**src/rtl/fetch_ctrl.sv**
```systemverilog
// Instruction-fetch sequencer: owns the PC, issues one instruction-memory read at a
// time, and hands fetched words to decode over a valid/ready handshake.
module fetch_ctrl #(
    parameter logic [31:0] RESET_PC = 32'h0000_0000
) (
    input  logic        clk,
    input  logic        reset,
    output logic        imem_req,
    output logic [31:0] imem_addr,
    input  logic        imem_rvalid,
    input  logic [31:0] imem_rdata,
    input  logic        redirect_valid,
    input  logic [31:0] redirect_pc,
    output logic        if_valid,
    input  logic        if_ready,
    output logic [31:0] if_pc,
    output logic [31:0] if_instr,
    output logic        fetch_fault,
    output logic [31:0] fetch_cnt
);

    typedef enum logic [2:0] {
        S_IDLE,
        S_FETCH,
        S_WAIT,
        S_OUT,
        S_FAULT
    } state_t;

    state_t      state;
    state_t      state_n;
    logic [31:0] pc;
    logic [31:0] pc_n;
    logic        kill;
    logic        kill_n;
    logic        valid_n;
    logic [31:0] ifpc_n;
    logic [31:0] instr_n;
    logic        fault_n;
    logic [31:0] cnt_n;

    // 32-bit add with the carry discarded, so the top word address wraps to zero.
    function automatic logic [31:0] pc_inc(input logic [31:0] a);
        return a + 32'd4;
    endfunction

    assign imem_req  = (state == S_FETCH);
    assign imem_addr = pc;

    always_comb begin
        state_n = state;
        pc_n    = pc;
        kill_n  = kill;
        valid_n = if_valid;
        ifpc_n  = if_pc;
        instr_n = if_instr;
        fault_n = fetch_fault;
        cnt_n   = fetch_cnt;

        case (state)
            S_IDLE:  state_n = S_FETCH;
            S_FETCH: state_n = S_WAIT;
            S_WAIT: begin
                if (imem_rvalid) begin
                    if (kill) begin
                        kill_n  = 1'b0;
                        state_n = S_FETCH;
                    end else begin
                        instr_n = imem_rdata;
                        ifpc_n  = pc;
                        valid_n = 1'b1;
                        pc_n    = pc_inc(pc);
                        state_n = S_OUT;
                    end
                end
            end
            S_OUT: begin
                if (if_ready) begin
                    valid_n = 1'b0;
                    cnt_n   = fetch_cnt + 32'd1;
                    state_n = S_FETCH;
                end
            end
            S_FAULT: state_n = S_FAULT;
            default: state_n = S_IDLE;
        endcase

        // Redirects override the normal step; a transfer already decided in OUT still counts.
        if (redirect_valid && (state != S_FAULT)) begin
            valid_n = 1'b0;
            instr_n = if_instr;
            if (redirect_pc[1:0] != 2'b00) begin
                state_n = S_FAULT;
                pc_n    = pc;
                kill_n  = 1'b0;
                ifpc_n  = redirect_pc;
                fault_n = 1'b1;
            end else begin
                pc_n   = redirect_pc;
                ifpc_n = if_pc;
                case (state)
                    S_FETCH: begin
                        kill_n  = 1'b1;
                        state_n = S_WAIT;
                    end
                    S_WAIT: begin
                        if (imem_rvalid) begin
                            kill_n  = 1'b0;
                            state_n = S_FETCH;
                        end else begin
                            kill_n  = 1'b1;
                            state_n = S_WAIT;
                        end
                    end
                    default: state_n = S_FETCH;
                endcase
            end
        end
    end

    always_ff @(posedge clk) begin
        if (!reset) begin
            state       <= S_IDLE;
            pc          <= RESET_PC;
            kill        <= 1'b0;
            if_valid    <= 1'b0;
            if_pc       <= 32'd0;
            if_instr    <= 32'd0;
            fetch_fault <= 1'b0;
            fetch_cnt   <= 32'd0;
        end else begin
            state       <= state_n;
            pc          <= pc_n;
            kill        <= kill_n;
            if_valid    <= valid_n;
            if_pc       <= ifpc_n;
            if_instr    <= instr_n;
            fetch_fault <= fault_n;
            fetch_cnt   <= cnt_n;
        end
    end

endmodule

```
**config.mk**
```make
export PLATFORM = sky130hd
export DESIGN_NAME = fetch_ctrl
export DESIGN_NICKNAME = d
export VERILOG_FILES = /design/src/rtl/fetch_ctrl.sv
export SDC_FILE = /design/constraint.sdc
export NUM_CORES = 1
export LEC_CHECK = 0
export CORE_ASPECT_RATIO = 1.75
export CORE_MARGIN = 3
export CORE_UTILIZATION = 50
export DETAILED_ROUTE_END_ITERATION = 16
export DONT_BUFFER_PORTS = 1
export GPL_ROUTABILITY_DRIVEN = 0
export GPL_TIMING_DRIVEN = 0
export PLACE_DENSITY_LB_ADDON = 0.05
export REMOVE_ABC_BUFFERS = 1
export SKIP_LAST_GASP = 1
export SLEW_MARGIN = 30
export SYNTH_ARGS = -nofsm -noshare
export SYNTH_HDL_FRONTEND = slang
export SYNTH_SLANG_ARGS = --single-unit
```
**constraint.sdc**
```tcl
create_clock -name clk -period 4.34 [get_ports clk]
set_input_delay 0.868 -clock clk [delete_from_list [all_inputs] [get_ports clk]]
set_output_delay 0.868 -clock clk [all_outputs]
set_load 0.005 [all_outputs]
```
==> metrics.md, run 1 <==
| Metric | Value |
|---|---|
| Status | `finished clean` |
| Top cell type's share of synthesized area | `43.6%` |
| HP Start | `if_instr[11]` |
| CTS tree | `yes` |
| Synth area leaders | `dfxtp_1, nand2_1, a21oi_1` |
| All-Layer GR Usage | `24.2%` |
| Clock Tree Buf Depth | `2` |
| Setup violators final | `0` |
| Hold-fix buffers at CTS | `0` |
| Peak Freq | `346 MHz` |
| Clk root buf | `clkbuf_16` |
| Clock transition at path regs | `0.07 ns` |
| Post_cts resized | `0` |
| Fillcell total | `1092` |
| Share of cells above drive strength 1 | `under 10%` |
| Initial Utilization | `51.2%` |
| Max-slew headroom | `between 30% and 40%` |
| # H-tree levels | `4` |
| Sw frac | `between 20% and 30%` |
| Clock share of power | `48.6%` |
| CTS sink count | `134` |
| Post-route DRC | `0` |
| DRT Pass-1 Iters | `5` |
| Maximum VDD drop | `0.246 mV` |
| RSZ-0062 raised after global routing | `no` |
| Setup Buffers After CTS | `0` |
| Row count | `53` |
| Metal2 WL | `between 8000 and 9000 µm` |
| Leakage | `between 2 and 2.5 nW` |
| Antenna-violating nets left | `0` |
| Vias | `around 5600` |
| Die width | `89.8 µm` |
| GR Overflow Total | `0` |
| Synth warnings | `0` |
| Initial antenna violation count | `0` |
| Die area | `13700 µm²` |
| Area growth syn-to-layout | `11.2%` |
| Crit path required time | `4.59 ns` |
| WS Path Type | `register to register` |
| CP Launch Type | `register` |
| Final hold viol count | `0` |
| Predominant post-synthesis flop cell | `dfxtp_1` |
| Layout Utilization | `56.9%` |
| Post-synth EDFFs | `0` |
| DR iter-0 viols | `189` |
| RR Startpoint | `state[0]` |
| Fin crit period | `2.89 ns` |
| Comb pwr share | `6.6%` |
| Wire length per cell | `18.5 µm` |
| Worst-margin pin slew | `about 0.94 ns` |
| Synth Cell Area | `6150 µm²` |
| Number of global-route vias before repair | `5354` |
| Synth Instances | `775` |
| Internal | `around 2.2 mW` |
| Largest area contributor in the netlist | `dfxtp_1` |
| Core ar. | `12000 µm²` |
| Hold slack | `0.470 ns` |
| Sequential area share after synthesis | `43.6%` |
| Worst-Skew Late Latency | `roughly 0.41 ns` |
| Met1 wire length | `6340 µm` |
| Max Used Layer | `met4` |
| Max-slew violation count | `0` |
| Metal3 WL | `~1400 µm` |
| I/O Buffers | `0` |
| Nets | `813` |
| Synth async-reset ratio | `0%` |
| First-pass GRT wire length | `27400 µm` |
| NetSw | `753 µW` |
| Power share of the sequential group | `44.8%` |
| Largest net degree at the start of global routing | `63` |
| Power Density | `approximately 430 nW/µm²` |
| Die H | `153 µm` |
| Worst setup EP type | `register` |
| Hold Path Cell Cnt | `2` |
| # IOs | `200` |
| Yosys reg bits | `134` |
| TNS Setup | `0 ns` |
| CP Max Fanout | `44` |
| Cell variety after synth | `57` |
| Arr. time, crit path | `3.14 ns` |
| Avg Vias per Cell | `6.10` |
| Ant diodes | `0` |
| Final Skew | `0.0120 ns` |
| Num CTS Buffers | `17` |
| DP HPWL | `11900 µm` |
| Final wirelength | `17100 µm` |
| Period utilisation layout | `66.6%` |
| R2R cell count | `5` |
| HP Class | `register to register` |
| Syn avg cell area | `7.93 µm²` |
| Crit path launch | `state[0]` |
| Max-cap violations | `0` |
routing by layer:
metal / up-vias / GRT usage [%]
li1: 2712 / -
met1: 2641 / 26.4
met2: 223 / 42.3
met3: 33 / 8.00
met4: 0 / 11.3
met5: - / 0
worst paths after layout:
path	endpoint	slack, ns
setup / recovery	imem_addr[23]	1.45
hold / removal	if_instr[11]	0.47
setup reg to reg	imem_addr[23]	1.45
hold reg to reg	if_instr[11]	0.47
cell usage in the layout (no fill, tap or decap), drive strengths merged, types with 3 or more instances in the layout:
cell type and n:
o211ai 3, dfxtp 134, and2 9, buf 4
o21ai 19, nor2 77, a31oi 7, and3 12
o31a 6, o22ai 6, nand3 21, o221ai 3
a311oi 34, a21o 6, nor3b 3, or4 4
and4 9, inv 11, clkbuf 17, clkinvlp 4
xor2 21, or3 13, nand4 28, nand2 170
nor3 16, a21oi 66, a211oi 5, o21a 5
mux2i 3, nor4 7
cell usage after synthesis (all sizes together) (3+ instances only):
master / number
a211oi: 5
a21o: 6
a21oi: 66
a311oi: 34
a31oi: 7
and2: 9
and3: 12
and4: 9
buf: 19
clkbuf: 37
dfxtp: 134
inv: 4
mux2i: 3
nand2: 170
nand3: 21
nand4: 28
nor2: 77
nor3: 16
nor3b: 3
nor4: 7
o211ai: 3
o21a: 5
o21ai: 19
o221ai: 3
o22ai: 6
o31a: 6
or3: 13
or4: 4
xor2: 21
stage by stage:
step | power (mW) | setup WS [ns] | cell area, µm² | cells
detailed placement | 1.55 | 1.15 | 6230 | 888
finish | 2.96 | 1.45 | 6830 | 920
floorplan | 1.47 | 0.808 | 5890 | 719
CTS | 2.99 | 1.45 | 6830 | 920
global route | 3.07 | 1.25 | 6830 | 920
global placement | 1.53 | -0.457 | 6100 | 884
cell type report:
type	instances	area, µm²	share of cell area, %
clock inverters	15	168	2.45
flip-flops and latches	134	2680	39.3
repair buffers	4	110	1.61
inverters	4	20.0	0.293
clock buffers	17	425	6.23
well taps	165	206	3.02
multi-input cells	581	3220	47.1
logic make-up (layout without fill, tap and decap cells):
family,Yosys count,after routing,synth area share [%]
AOI/OAI and AO/OA,173,173,18.7
xor gates and xnor gates,23,23,3.28
adders and majority gates,2,2,0.407
buffers and inverters,60,40,4.44
DFF,134,134,43.6
muxes,5,5,0.855
and+or+nand+nor,378,378,28.7
state kept, by name (all words and copies together), names as in the netlist:
register     count
if_valid         1
kill             1
state            3
fetch_fault      1
fetch_cnt       32
if_pc           32
if_instr        32
imem_addr       32
worst max-delay path, stage by stage (launching register included):
cell and delay (ns):
dfxtp_1 0.49, nand4bb_1 0.28, or2_2 0.77, nand2_1 0.66, a311oi_1 0.44, a311oi_1 0.08
power groups by stage:
| stage | sequential, mW | clock [mW] | combinational (mW) |
|---|---|---|---|
| floorplan | 1.34 | 0 | 0.139 |
| global placement | 1.35 | 0 | 0.176 |
| detailed placement | 1.35 | 0 | 0.194 |
| CTS | 1.33 | 1.46 | 0.195 |
| global route | 1.33 | 1.52 | 0.219 |
| finish | 1.33 | 1.44 | 0.194 |
No activity file was read; power rests on OpenSTA's default activity.
==> run 2, diff against run 1 <==
- clock period: 4.34 -> 2.9 ns (I/O delays scaled with it)
==> metrics.md, run 2 (synthesis results as in run 1) <==
| Metric | Value |
|---|---|
| Status | `finished clean` |
| I/O Buffers | `0 (unchanged)` |
| Antenna-violating nets left | `0 (unchanged)` |
| WS Path Type | `register to register` |
| Fin crit period | `2.62 ns (-0.273 ns)` |
| CP Cell Sequence | `or3b_1, nand2_1, nand2_1, a311oi_1, a311oi_1` |
| CTS tree | `yes` |
| HP Start | `imem_rdata[16]` |
| Fillcell total | `1092 (unchanged)` |
| Max-slew headroom | `48.4% (+11 points)` |
| TNS Setup | `0 ns (unchanged)` |
| Die area | `13700 µm² (unchanged)` |
| Most frequent cells in the layout | `nand2_1, dfxtp_1, nor2_1, a21oi_1, a311oi_1` |
| Largest net degree at the start of global routing | `63 (unchanged)` |
| Power Density | `647 nW/µm² (+50%)` |
| Arr. time, crit path | `2.87 ns (-0.27 ns)` |
| # IOs | `200 (unchanged)` |
| Area growth syn-to-layout | `11.2% (about the same)` |
| GR Overflow Total | `0 (unchanged)` |
| Vias | `5605 (-0.071%)` |
| RSZ-0062 raised after global routing | `no` |
| # H-tree levels | `4 (unchanged)` |
| CTS sink count | `134 (unchanged)` |
| Avg Vias per Cell | `6.09 (about the same)` |
| Max-slew violation count | `0 (unchanged)` |
| Final hold viol count | `0 (unchanged)` |
| Worst setup EP type | `register` |
| Die width | `89.8 µm (unchanged)` |
| CP Launch Type | `register` |
| Initial antenna violation count | `0 (unchanged)` |
| Core ar. | `12000 µm² (unchanged)` |
| Clock Tree Buf Depth | `2 (unchanged)` |
| Hold-fix buffers at CTS | `0 (unchanged)` |
| Number of global-route vias before repair | `5354 (unchanged)` |
| DRT Pass-1 Iters | `4 (-1)` |
| Commonest non-fill, non-tap cell in the layout | `nand2_1` |
| Post-route DRC | `0 (unchanged)` |
| Wire length per cell | `18.5 µm (about the same)` |
| First-pass GRT wire length | `27400 µm (unchanged)` |
| Placed Cells | `888 (unchanged)` |
| Period utilisation layout | `90.2% (+24 points)` |
| HP Class | `input pin to register` |
| Non-Filler Instances | `920 (unchanged)` |
| Final Skew | `0.0111 ns (-0.000910 ns)` |
| Row count | `53 (unchanged)` |
| CP max stage delay | `0.57 ns (-0.20 ns)` |
| RR Startpoint | `state[0]` |
| Crit path launch | `state[0]` |
| All-Layer GR Usage | `24.2% (unchanged)` |
| Crit path required time | `3.15 ns (-1.44 ns)` |
| Clock transition at path regs | `0.06 ns (about the same)` |
| Setup violators final | `0 (unchanged)` |
| Leakage | `2.24 nW (about the same)` |
| Max-cap violations | `0 (unchanged)` |
| Share of cells above drive strength 1 | `6.75% (unchanged)` |
| Clk root buf | `clkbuf_16` |
| Maximum VDD drop | `0.369 mV (+50%)` |
| CP Max Fanout | `15 (-66%)` |
| Worst-margin pin slew | `0.772 ns (-0.171 ns)` |
| Num CTS Buffers | `17 (unchanged)` |
| DP HPWL | `11900 µm (unchanged)` |
| Worst-Skew Late Latency | `0.41 ns (about the same)` |
| Die H | `153 µm (unchanged)` |
| Initial Utilization | `51.2% (unchanged)` |
| Peak Freq | `382 MHz (+10%)` |
| Final wirelength | `17100 µm (about the same)` |
| DR iter-0 viols | `191 (+1.1%)` |
| Critical-path top delay cell | `nand2_1` |
| Nets | `813 (unchanged)` |
| Ant diodes | `0 (unchanged)` |
| Tot Pwr | `4.42 mW (+50%)` |
==> run 2: cell counts in the layout (fill, tap and decap cells not counted) <==
Identical to the previous run, type by type.
==> run 2: critical path: cells and delay by family, from the launching register on <==
| kind | cells | cell delay, ns |
|---|---|---|
| and+or+nand+nor | 3 | 1.56 |
| AOI/OAI and AO/OA | 2 | 0.51 |
| DFF | 1 | 0.40 |
==> run 2: worst paths after layout <==
check / end / slack (ns) / cells after the start
max reg2reg: imem_addr[23] / 0.28 / 5
min: if_instr[16] / 0.31 / 2
min reg2reg: if_instr[11] / 0.47 / 2
max: imem_addr[23] / 0.28 / 5
==> run 2: per-stage QoR <==
step	util [%]	worst slack [ns]	hold WS [ns]	instance area, µm²
2_1_floorplan	-	-0.438	0.453	5890
3_3_place_gp	50.8	-1.77	0.461	6100
3_5_place_dp	51.9	0.00288	0.466	6230
4_1_cts	56.9	0.00853	0.282	6830
5_1_grt	56.9	0.193	0.285	6840
6_report	56.9	0.283	0.309	6840
==> run 2: cell type report <==
cell class                      count  area [µm²]  area share, %
Tap cell                          165         206           3.02
Multi-Input combinational cell    581        3220           47.2
Clock buffer                       17         425           6.22
Inverter                            4        20.0          0.293
Timing Repair Buffer                4         110           1.61
Clock inverter                     15         168           2.45
Sequential cell                   134        2680           39.2
==> run 2: repair_timing <==
| action | CTS | global route |
|---|---|---|
| buffers inserted | 0 | 0 |
| endpoints found under the setup margin | 0 | 12 |
| resized for setup | 0 | 1 |
==> run 2: routing by layer <==
metal	global-route usage (%)	share of wire, %	up-vias
li1	-	-	2716
met4	11.3	3.3	0
met2	42.3	52	212
met1	26.4	37	2635
met5	0	0	-
met3	8.00	7.8	42
==> run 2: where the power goes <==
part | internal (mW) | total [mW] | leakage (nW) | switching (mW)
Clock | 1.29 | 2.15 | 0.280 | 0.861
Combinational | 0.106 | 0.290 | 0.876 | 0.184
Sequential | 1.91 | 1.99 | 1.09 | 0.0796
Total | 3.30 | 4.42 | 2.24 | 1.12
